[src/rtl/snapshot_pkg.sv]
`default_nettype none
// ============================================================================
// Module      : snapshot_pkg
// Description : Shared types for the conversion-result snapshot controller.
//               Holds the field widths, the controller state encoding and the
//               packed result record used for the snapshot and pending registers.
// Revision    : 1.0 - initial release
// ============================================================================
package snapshot_pkg;

    localparam int PWM_W   = 32;
    localparam int RD_W    = 12;
    localparam int SLOPE_W = 8;
    localparam int ERR_W   = 3;

    // Controller states with explicit 2-bit encoding
    typedef enum logic [1:0] {
        EMPTY   = 2'd0,
        READY   = 2'd1,
        READING = 2'd2
    } state_e;

    // One finished conversion, as captured into the snapshot or pending buffer
    typedef struct packed {
        logic [PWM_W-1:0]   pwm_na;
        logic [PWM_W-1:0]   pwm_nb;
        logic [PWM_W-1:0]   pwm_pa;
        logic [PWM_W-1:0]   pwm_pb;
        logic [RD_W-1:0]    rundown;
        logic [SLOPE_W-1:0] n64;
        logic [SLOPE_W-1:0] p8;
        logic [SLOPE_W-1:0] n1;
        logic [ERR_W-1:0]   err;
    } result_t;

endpackage
`default_nettype wire

[src/rtl/result_snapshot_ctrl_if.sv]
`default_nettype none
// ============================================================================
// Module      : result_snapshot_ctrl_if
// Description : Converter-side result bus, host-side chip select / NPLC request
//               and the snapshot outputs toward the SPI readout shifter.
//               master = converter/host side, slave = snapshot controller.
// Revision    : 1.0 - initial release
// ============================================================================
interface result_snapshot_ctrl_if #(
    parameter int NPLC_W = 10,
    parameter int OVR_W  = 4
);
    // Converter result bus
    logic                                conv_done;
    logic [snapshot_pkg::PWM_W-1:0]      inNA, inNB, inPA, inPB;
    logic [snapshot_pkg::RD_W-1:0]       inRundown;
    logic [snapshot_pkg::SLOPE_W-1:0]    inN64, inP8, inN1;
    logic [snapshot_pkg::ERR_W-1:0]      inError;
    // Host side
    logic                                cs;
    logic [NPLC_W-1:0]                   nplc_req;
    // Snapshot toward the SPI shifter
    logic [snapshot_pkg::PWM_W-1:0]      stpwmNA, stpwmNB, stpwmPA, stpwmPB;
    logic [snapshot_pkg::RD_W-1:0]       strundown;
    logic [snapshot_pkg::SLOPE_W-1:0]    stN64, stP8, stN1;
    logic [snapshot_pkg::ERR_W-1:0]      sterror;
    logic [7:0]                          seq;
    logic                                drdy;
    logic [NPLC_W-1:0]                   nplc_active;
    logic [OVR_W-1:0]                    overrun_cnt;

    modport master (
        output conv_done, inNA, inNB, inPA, inPB, inRundown, inN64, inP8, inN1,
               inError, cs, nplc_req,
        input  stpwmNA, stpwmNB, stpwmPA, stpwmPB, strundown, stN64, stP8, stN1,
               sterror, seq, drdy, nplc_active, overrun_cnt
    );

    modport slave (
        input  conv_done, inNA, inNB, inPA, inPB, inRundown, inN64, inP8, inN1,
               inError, cs, nplc_req,
        output stpwmNA, stpwmNB, stpwmPA, stpwmPB, strundown, stN64, stP8, stN1,
               sterror, seq, drdy, nplc_active, overrun_cnt
    );

endinterface
`default_nettype wire

[src/rtl/cs_sync_edge.sv]
`default_nettype none
// ============================================================================
// Module      : cs_sync_edge
// Description : Two-flop synchroniser for the host chip select plus one history
//               stage, producing single-cycle fall/rise pulses of the
//               synchronised select. Idles (and resets) deselected/high.
// Revision    : 1.0 - initial release
// ============================================================================
module cs_sync_edge (
    input  wire  msclk,
    input  wire  rst,
    input  wire  cs_async,
    output logic cs_fall,
    output logic cs_rise
);

    logic meta_q, meta_d;
    logic sync_q, sync_d;
    logic prev_q, prev_d;

    // Shift the raw select through the synchroniser and one history stage
    always_comb begin
        meta_d = cs_async;
        sync_d = meta_q;
        prev_d = sync_q;
    end

    // All stages reset to the deselected level so no edge appears at reset exit
    always_ff @(posedge msclk or negedge rst) begin
        if (!rst) begin
            meta_q <= 1'b1;
            sync_q <= 1'b1;
            prev_q <= 1'b1;
        end else begin
            meta_q <= meta_d;
            sync_q <= sync_d;
            prev_q <= prev_d;
        end
    end

    assign cs_fall =  prev_q & ~sync_q;
    assign cs_rise = ~prev_q &  sync_q;

endmodule
`default_nettype wire

[src/rtl/result_snapshot_ctrl.sv]
`default_nettype none
// ============================================================================
// Module      : result_snapshot_ctrl
// Description : Captures finished conversions into a stable snapshot for SPI
//               readout, raises drdy, freezes the snapshot while the host reads
//               (parking one newer result), counts lost results and applies
//               NPLC changes only on conversion boundaries.
// Revision    : 1.0 - initial release
// ============================================================================
module result_snapshot_ctrl
    import snapshot_pkg::*;
#(
    parameter int NPLC_W   = 10,
    parameter int OVR_W    = 4,
    parameter int NPLC_RST = 2
) (
    input  wire                    msclk,
    input  wire                    rst,
    result_snapshot_ctrl_if.slave  bus
);

    state_e            state_q, state_d;
    result_t           snap_q, snap_d;
    result_t           pend_q, pend_d;
    result_t           new_res;
    logic              pend_valid_q, pend_valid_d;
    logic [7:0]        seq_q, seq_d;
    logic [OVR_W-1:0]  ovr_q, ovr_d, ovr_inc;
    logic [NPLC_W-1:0] nplc_q, nplc_d;
    logic              cs_fall, cs_rise;

    cs_sync_edge u_cs_sync (
        .msclk    (msclk),
        .rst      (rst),
        .cs_async (bus.cs),
        .cs_fall  (cs_fall),
        .cs_rise  (cs_rise)
    );

    assign new_res = '{pwm_na:  bus.inNA,      pwm_nb: bus.inNB,
                       pwm_pa:  bus.inPA,      pwm_pb: bus.inPB,
                       rundown: bus.inRundown, n64:    bus.inN64,
                       p8:      bus.inP8,      n1:     bus.inN1,
                       err:     bus.inError};

    // Lost-result counter sticks at all-ones
    assign ovr_inc = (&ovr_q) ? ovr_q : ovr_q + OVR_W'(1);

    // Hand-off sequencing: snapshot only changes outside READING
    always_comb begin
        state_d      = state_q;
        snap_d       = snap_q;
        pend_d       = pend_q;
        pend_valid_d = pend_valid_q;
        seq_d        = seq_q;
        ovr_d        = ovr_q;
        unique case (state_q)
            EMPTY, READY: begin
                if (cs_fall) begin
                    // Host read starts; a coincident result is parked, not shown
                    state_d = READING;
                    if (bus.conv_done) begin
                        pend_d       = new_res;
                        pend_valid_d = 1'b1;
                    end
                end else if (bus.conv_done) begin
                    snap_d  = new_res;
                    seq_d   = seq_q + 8'd1;
                    state_d = READY;
                    if (state_q == READY) begin
                        ovr_d = ovr_inc;
                    end
                end
            end
            READING: begin
                if (cs_rise) begin
                    pend_valid_d = 1'b0;
                    if (bus.conv_done) begin
                        // Freshest result wins; a parked one is dropped
                        snap_d  = new_res;
                        seq_d   = seq_q + 8'd1;
                        state_d = READY;
                        if (pend_valid_q) begin
                            ovr_d = ovr_inc;
                        end
                    end else if (pend_valid_q) begin
                        snap_d  = pend_q;
                        seq_d   = seq_q + 8'd1;
                        state_d = READY;
                    end else begin
                        state_d = EMPTY;
                    end
                end else if (bus.conv_done) begin
                    pend_d       = new_res;
                    pend_valid_d = 1'b1;
                    if (pend_valid_q) begin
                        ovr_d = ovr_inc;
                    end
                end
            end
            default: begin
                state_d = EMPTY;
            end
        endcase
    end

    // NPLC is only taken at a conversion boundary; zero requests are ignored
    always_comb begin
        nplc_d = nplc_q;
        if (bus.conv_done && (bus.nplc_req != '0)) begin
            nplc_d = bus.nplc_req;
        end
    end

    // State, snapshot, pending buffer and counters
    always_ff @(posedge msclk or negedge rst) begin
        if (!rst) begin
            state_q      <= EMPTY;
            snap_q       <= '0;
            pend_q       <= '0;
            pend_valid_q <= 1'b0;
            seq_q        <= 8'd0;
            ovr_q        <= '0;
            nplc_q       <= NPLC_W'(NPLC_RST);
        end else begin
            state_q      <= state_d;
            snap_q       <= snap_d;
            pend_q       <= pend_d;
            pend_valid_q <= pend_valid_d;
            seq_q        <= seq_d;
            ovr_q        <= ovr_d;
            nplc_q       <= nplc_d;
        end
    end

    assign bus.stpwmNA     = snap_q.pwm_na;
    assign bus.stpwmNB     = snap_q.pwm_nb;
    assign bus.stpwmPA     = snap_q.pwm_pa;
    assign bus.stpwmPB     = snap_q.pwm_pb;
    assign bus.strundown   = snap_q.rundown;
    assign bus.stN64       = snap_q.n64;
    assign bus.stP8        = snap_q.p8;
    assign bus.stN1        = snap_q.n1;
    assign bus.sterror     = snap_q.err;
    assign bus.seq         = seq_q;
    assign bus.drdy        = (state_q == READY);
    assign bus.nplc_active = nplc_q;
    assign bus.overrun_cnt = ovr_q;

endmodule
`default_nettype wire

[src/flat_wrapper.sv]
// flat-port wrapper written by rule: the top's interface ports become plain ports
module result_snapshot_ctrl_flat import snapshot_pkg::*;
#(
    parameter int NPLC_W   = 10,
    parameter int OVR_W    = 4,
    parameter int NPLC_RST = 2
)
  (msclk, rst, bus_conv_done, bus_inNA, bus_inNB, bus_inPA, bus_inPB, bus_inRundown, bus_inN64, bus_inP8, bus_inN1, bus_inError, bus_cs, bus_nplc_req, bus_stpwmNA, bus_stpwmNB, bus_stpwmPA, bus_stpwmPB, bus_strundown, bus_stN64, bus_stP8, bus_stN1, bus_sterror, bus_seq, bus_drdy, bus_nplc_active, bus_overrun_cnt);
  result_snapshot_ctrl_if #(.NPLC_W(NPLC_W), .OVR_W(OVR_W)) bus_i ();
  input  wire msclk;
  input  wire rst;
  input wire logic [$bits(bus_i.conv_done)-1:0] bus_conv_done;
  input wire logic [$bits(bus_i.inNA)-1:0] bus_inNA;
  input wire logic [$bits(bus_i.inNB)-1:0] bus_inNB;
  input wire logic [$bits(bus_i.inPA)-1:0] bus_inPA;
  input wire logic [$bits(bus_i.inPB)-1:0] bus_inPB;
  input wire logic [$bits(bus_i.inRundown)-1:0] bus_inRundown;
  input wire logic [$bits(bus_i.inN64)-1:0] bus_inN64;
  input wire logic [$bits(bus_i.inP8)-1:0] bus_inP8;
  input wire logic [$bits(bus_i.inN1)-1:0] bus_inN1;
  input wire logic [$bits(bus_i.inError)-1:0] bus_inError;
  input wire logic [$bits(bus_i.cs)-1:0] bus_cs;
  input wire logic [$bits(bus_i.nplc_req)-1:0] bus_nplc_req;
  output wire logic [$bits(bus_i.stpwmNA)-1:0] bus_stpwmNA;
  output wire logic [$bits(bus_i.stpwmNB)-1:0] bus_stpwmNB;
  output wire logic [$bits(bus_i.stpwmPA)-1:0] bus_stpwmPA;
  output wire logic [$bits(bus_i.stpwmPB)-1:0] bus_stpwmPB;
  output wire logic [$bits(bus_i.strundown)-1:0] bus_strundown;
  output wire logic [$bits(bus_i.stN64)-1:0] bus_stN64;
  output wire logic [$bits(bus_i.stP8)-1:0] bus_stP8;
  output wire logic [$bits(bus_i.stN1)-1:0] bus_stN1;
  output wire logic [$bits(bus_i.sterror)-1:0] bus_sterror;
  output wire logic [$bits(bus_i.seq)-1:0] bus_seq;
  output wire logic [$bits(bus_i.drdy)-1:0] bus_drdy;
  output wire logic [$bits(bus_i.nplc_active)-1:0] bus_nplc_active;
  output wire logic [$bits(bus_i.overrun_cnt)-1:0] bus_overrun_cnt;
  assign bus_i.conv_done = bus_conv_done;
  assign bus_i.inNA = bus_inNA;
  assign bus_i.inNB = bus_inNB;
  assign bus_i.inPA = bus_inPA;
  assign bus_i.inPB = bus_inPB;
  assign bus_i.inRundown = bus_inRundown;
  assign bus_i.inN64 = bus_inN64;
  assign bus_i.inP8 = bus_inP8;
  assign bus_i.inN1 = bus_inN1;
  assign bus_i.inError = bus_inError;
  assign bus_i.cs = bus_cs;
  assign bus_i.nplc_req = bus_nplc_req;
  assign bus_stpwmNA = bus_i.stpwmNA;
  assign bus_stpwmNB = bus_i.stpwmNB;
  assign bus_stpwmPA = bus_i.stpwmPA;
  assign bus_stpwmPB = bus_i.stpwmPB;
  assign bus_strundown = bus_i.strundown;
  assign bus_stN64 = bus_i.stN64;
  assign bus_stP8 = bus_i.stP8;
  assign bus_stN1 = bus_i.stN1;
  assign bus_sterror = bus_i.sterror;
  assign bus_seq = bus_i.seq;
  assign bus_drdy = bus_i.drdy;
  assign bus_nplc_active = bus_i.nplc_active;
  assign bus_overrun_cnt = bus_i.overrun_cnt;
  result_snapshot_ctrl #(.NPLC_W(NPLC_W), .OVR_W(OVR_W), .NPLC_RST(NPLC_RST)) u_core (.msclk(msclk), .rst(rst), .bus(bus_i));
endmodule
[config.mk]
export PLATFORM = sky130hd
export DESIGN_NAME = result_snapshot_ctrl_flat
export DESIGN_NICKNAME = d
export VERILOG_FILES = /design/src/rtl/snapshot_pkg.sv /design/src/rtl/result_snapshot_ctrl_if.sv /design/src/rtl/cs_sync_edge.sv /design/src/rtl/result_snapshot_ctrl.sv /design/src/flat_wrapper.sv
export SDC_FILE = /design/constraint.sdc
export NUM_CORES = 1
export LEC_CHECK = 0
export ABC_AREA = 1
export CAP_MARGIN = 40
export CORE_MARGIN = 2
export CORE_UTILIZATION = 35
export DETAILED_ROUTE_END_ITERATION = 6
export GPL_ROUTABILITY_DRIVEN = 0
export PLACE_DENSITY = 0.67
export RECOVER_POWER = 50
export SYNTH_ARGS = -nofsm -noshare
export SYNTH_HDL_FRONTEND = slang
export SYNTH_SLANG_ARGS = --single-unit
export TNS_END_PERCENT = 10
[constraint.sdc]
create_clock -name msclk -period 2.77 [get_ports msclk]
set_input_delay 0.831 -clock msclk [delete_from_list [all_inputs] [get_ports msclk]]
set_output_delay 0.831 -clock msclk [all_outputs]
set_load 0.1 [all_outputs]
==> metrics.txt <==
# TYPE chip_impl_metric gauge
chip_impl_metric{name="global_route_wire_length_before_repair",unit="um"} 84700
chip_impl_metric{name="floorplan.die.height",unit="um"} 230
chip_impl_metric{name="required",unit="ns"} 3.27
chip_impl_metric{name="io_pins",unit=""} 371
chip_impl_metric{name="fin_crit_sh",unit="%"} 87.4
chip_impl_metric{name="hold_violations",unit=""} 0
chip_impl_info{name="cp_cell_sequence",value="inv_1 -> nor2_1 -> nand2_1 -> nand2_1 -> nor2_4 -> buf_6 -> nand2_1 -> nand2_1"} 1
chip_impl_metric{name="num-nets-final",unit=""} 3054
chip_impl_metric{name="cts_repair_resize_count",unit=""} 0
chip_impl_metric{name="postLayoutCoreUtil",unit="%"} 45.8
chip_impl_metric{name="synth_edf_count",unit=""} 0
chip_impl_metric{name="drive_above_1_share",unit="%"} 10.2
chip_impl_metric{name="layout.cell_area.non_filler",unit="sq mm"} 0.0230
chip_impl_metric{name="wl_per_cell",unit="um"} 14.4
chip_impl_metric{name="max-slew-margin-rel",unit="%"} -8.12
chip_impl_info{name="family_with_the_most_delay_on_the_worst_path",value="simple AND/OR/NAND/NOR gates"} 1
chip_impl_metric{name="synthArstFlopShare",unit="%"} 100
chip_impl_metric{name="timing_max_transition_violations_final",unit=""} 46
chip_impl_metric{name="maxClockFrequency",unit="MHz"} 413
chip_impl_metric{name="worst-path-buf-inv",unit=""} 2
chip_impl_metric{name="fin_setup_tns",unit="ns"} 0
chip_impl_metric{name="post-dp-hpwl",unit="um"} 32000
chip_impl_metric{name="multi_input_comb_area",unit="sq mm"} 0.00772
chip_impl_metric{name="finalWorstSetupSlack",unit="ns"} 0.350
chip_impl_metric{name="maximum_vdd_ir_drop",unit="uV"} 1140
chip_impl_metric{name="power_density",unit="mW/mm^2"} 1370
chip_impl_metric{name="placement.cell_area",unit="sq mm"} 0.0217
chip_impl_metric{name="final_cells",unit=""} 3583
chip_impl_metric{name="initial_utilization",unit="%"} 35.5
chip_impl_metric{name="switching_power",unit="mW"} 17.1
chip_impl_metric{name="synth_nets",unit=""} 2760
chip_impl_metric{name="synth.lib_cells_used.distinct",unit=""} 23
chip_impl_metric{name="clock_tree.buffer_depth",unit=""} 3
chip_impl_info{name="hold_start",value="u_core.u_cs_sync.meta_q"} 1
chip_impl_info{name="synth_most_common_cell",value="sky130_fd_sc_hd__nand2_1"} 1
chip_impl_info{name="rsz_0062_raised_after_global_routing",value="no"} 1
chip_impl_info{name="cp-startpoint",value="u_core.state_q[1]"} 1
chip_impl_metric{name="clock_skew",unit="ns"} 0.0142
chip_impl_metric{name="timing.final.setup_violations",unit=""} 0
chip_impl_metric{name="power.share.clock",unit="%"} 18.0
chip_impl_metric{name="grt_use_total",unit="%"} 19.5
chip_impl_metric{name="syn_avg_cell_area",unit="sq um"} 6.92
chip_impl_metric{name="drt_iter0_markers",unit=""} 1215
chip_impl_metric{name="average_via_count_per_standard_cell",unit=""} 4.74
chip_impl_metric{name="detail_route.wirelength",unit="um"} 51600
chip_impl_metric{name="max_slew.worst_pin.slew",unit="ns"} 1.62
chip_impl_metric{name="synth.yosys.seq_area_share",unit="%"} 50.8
chip_impl_metric{name="cts_made_buffers",unit=""} 43
chip_impl_metric{name="max_cap_viol_count",unit=""} 1
chip_impl_info{name="synth.cells.most_frequent",value="sky130_fd_sc_hd__nand2_1 (1712), sky130_fd_sc_hd__dfrtp_1 (358), sky130_fd_sc_hd__o21ai_0 (185), sky130_fd_sc_hd__inv_1 (106), sky130_fd_sc_hd__buf_2 (85)"} 1
chip_impl_metric{name="ctsHtreeMaxLevel",unit=""} 2
chip_impl_metric{name="worst_setup_hold_path_clk_slew",unit="ns"} 0.06
chip_impl_metric{name="arrival_time_at_the_worst_endpoint",unit="ns"} 2.92
chip_impl_info{name="violations",value="design-rule violations, max-capacitance violations, max-slew violations"} 1
chip_impl_info{name="largest_cells_by_area_after_synthesis",value="sky130_fd_sc_hd__dfrtp_1 (50%), sky130_fd_sc_hd__nand2_1 (36%), sky130_fd_sc_hd__o21ai_0 (5.2%)"} 1
chip_impl_metric{name="maximum_number_of_pins_on_one_net_before_global_route_repair",unit=""} 169
chip_impl_metric{name="detailedPlace.worstSlack",unit="ns"} 0.487
chip_impl_info{name="synth_top_flop_cell",value="sky130_fd_sc_hd__dfrtp_1"} 1
chip_impl_metric{name="layout.filler_cells",unit=""} 4928
chip_impl_metric{name="portBuffers",unit=""} 370
chip_impl_metric{name="internal_power",unit="mW"} 14.5
chip_impl_metric{name="seqPwrFrac",unit="%"} 28.6
chip_impl_metric{name="report.power.total",unit="mW"} 31.6
chip_impl_metric{name="timing.critical_path.slowest_cell_delay",unit="ns"} 0.60
chip_impl_info{name="crit-reg2reg-launch",value="u_core.state_q[1]"} 1
chip_impl_metric{name="synth_top_area_share",unit="%"} 50.2
chip_impl_metric{name="grt_remaining_overflow",unit=""} 0
chip_impl_info{name="synth_top_cell_by_area",value="sky130_fd_sc_hd__dfrtp_1"} 1
chip_impl_info{name="run_status",value="finished with violations"} 1
chip_impl_metric{name="number_of_antenna_violations_at_the_first_check_in_global_routing",unit=""} 6
chip_impl_metric{name="insertion_delay",unit="ns"} 0.56
chip_impl_metric{name="mappedNetlistArea",unit="sq mm"} 0.0178
chip_impl_info{name="critPathMostFrequentCell",value="sky130_fd_sc_hd__nand2_1"} 1
chip_impl_metric{name="antenna_left",unit=""} 0
chip_impl_info{name="critical_path.startpoint_type",value="register"} 1
chip_impl_metric{name="switch_share",unit="%"} 54.2
chip_impl_info{name="cts-root-buf",value="sky130_fd_sc_hd__clkbuf_16"} 1
chip_impl_metric{name="register_area",unit="sq mm"} 0.00906
chip_impl_info{name="worst_setup_path_end_kind",value="register"} 1
chip_impl_metric{name="p_leak",unit="nW"} 12.5
chip_impl_metric{name="finalWorstPathRequiredPeriod",unit="ns"} 2.42
chip_impl_metric{name="yosysWarnings",unit=""} 0
chip_impl_metric{name="post_cts.repair.setup_buffers",unit=""} 0
chip_impl_metric{name="path_max_fanout",unit=""} 112
chip_impl_metric{name="cts-hold-fix-buffers",unit=""} 0
chip_impl_info{name="tritoncts_clock_tree",value="yes"} 1
chip_impl_metric{name="yosys_register_bits",unit=""} 362
chip_impl_info{name="timing_worst_setup_path_type",value="reg -> reg"} 1
chip_impl_metric{name="syn_to_final_growth",unit="%"} 29.2
chip_impl_metric{name="drt-pass1-iter-count",unit=""} 7
chip_impl_metric{name="placeableCoreArea",unit="sq mm"} 0.0503
chip_impl_metric{name="dieArea",unit="sq mm"} 0.0528
chip_impl_metric{name="post-route-drc-count",unit=""} 6
chip_impl_metric{name="dieWidth",unit="um"} 230
chip_impl_metric{name="clkSinkCount",unit=""} 362
chip_impl_info{name="critPathSlowestCell",value="sky130_fd_sc_hd__buf_6"} 1
chip_impl_metric{name="grt_pass1_vias",unit=""} 16400
chip_impl_metric{name="synth_cells",unit=""} 2577
chip_impl_metric{name="combinationalPowerShare",unit="%"} 53.4
chip_impl_metric{name="detailroute.via_count",unit=""} 17000
chip_impl_metric{name="dp.cells",unit=""} 3498
chip_impl_metric{name="number_of_rows_created_at_floorplan",unit=""} 82
chip_impl_info{name="worstHoldPathType",value="reg -> reg"} 1
chip_impl_metric{name="final.hold.worst_slack",unit="ns"} 0.361
worst register-to-register path, delay by kind of cell (launching register included):
kind,cells,cell delay (ns)
buffers and inverters,2,0.75
AND/OR/NAND/NOR,6,1.14
flip-flops,1,0.45
power by group through the flow:
| stage | Combinational, mW | Clock [mW] | Sequential, mW |
|---|---|---|---|
| 2_1_floorplan | 4.02 | 0 | 17.9 |
| 3_3_place_gp | 16.8 | 0 | 9.03 |
| 3_5_place_dp | 17.0 | 0 | 9.08 |
| 4_1_cts | 17.0 | 5.84 | 9.04 |
| 5_1_grt | 18.0 | 6.06 | 9.30 |
| 6_report | 16.9 | 5.69 | 9.04 |
final cells by class:
| class | count | share of cell area, % |
|---|---|---|
| clock inverters | 13 | 0.586 |
| well taps | 672 | 3.65 |
| inverters | 109 | 1.78 |
| flip-flops and latches | 362 | 39.3 |
| diodes | 5 | 0.0543 |
| multi-input cells | 1959 | 33.5 |
| repair buffers | 396 | 15.5 |
| clock buffers | 67 | 5.62 |
registers in the layout (all words and copies together) (netlist names):
register,flops
u_core.u_cs_sync.prev_q,1
u_core.bus.nplc_active,10
u_core.bus.stpwmPB,32
u_core.bus.sterror,3
u_core.state_q,2
u_core.bus.stpwmNB,32
u_core.pend_valid_q,1
u_core.u_cs_sync.prev_d,1
u_core.u_cs_sync.meta_q,1
u_core.bus.stP8,8
u_core.bus.stN1,8
u_core.pend_q,167
u_core.bus.stpwmPA,32
u_core.bus.overrun_cnt,4
u_core.bus.stpwmNA,32
u_core.bus.seq,8
u_core.bus.strundown,12
u_core.bus.stN64,8
metal layers:
| metal | global-route usage [%] | up-vias | share of wire (%) |
|---|---|---|---|
| li1 | - | 8396 | - |
| met5 | 0 | - | 0.025 |
| met3 | 3.52 | 91 | 5.8 |
| met1 | 25.5 | 7982 | 44 |
| met2 | 32.1 | 499 | 48 |
| met4 | 7.58 | 2 | 3.2 |
path summary, 6_finish.rpt:
kind / depth (start not counted) / endpoint / slack, ns
worst max-delay path: 8 / u_core.bus.stpwmNA[1] / 0.35
worst min-delay path: 0 / u_core.u_cs_sync.prev_d / 0.36
worst max register to register: 8 / u_core.bus.stpwmNA[1] / 0.35
worst min register to register: 0 / u_core.u_cs_sync.prev_d / 0.36
max in group asynchronous: 2 / u_core.pend_q[144] / 0.54
min in group asynchronous: 1 / u_core.bus.stP8[4] / 0.67
kinds of logic (layout without fill, tap and decap cells):
kind of cell,after synthesis,in the layout,synth area share (%)
adders and majority gates,2,2,0.140
DFF,362,362,50.8
xor gates and xnor gates,2,2,0.0982
AOI/OAI and AO/OA,191,191,5.40
buffers and inverters,256,585,6.07
other,0,5,0
and+or+nand+nor,1764,1764,37.5
cells in the final DEF (no fill, tap or decap), types with 5 or more instances in the layout:
cell / instances
sky130_fd_sc_hd__nand2_1: 1712
sky130_fd_sc_hd__clkbuf_8: 14
sky130_fd_sc_hd__clkdlybuf4s50_1: 176
sky130_fd_sc_hd__diode_2: 5
sky130_fd_sc_hd__inv_1: 106
sky130_fd_sc_hd__clkbuf_1: 14
sky130_fd_sc_hd__buf_4: 195
sky130_fd_sc_hd__nor2_1: 19
sky130_fd_sc_hd__nand3_1: 25
sky130_fd_sc_hd__dfrtp_1: 358
sky130_fd_sc_hd__o21ai_0: 185
sky130_fd_sc_hd__clkinv_2: 6
sky130_fd_sc_hd__buf_12: 13
sky130_fd_sc_hd__clkbuf_16: 43
(Power assumes the default switching activity.)
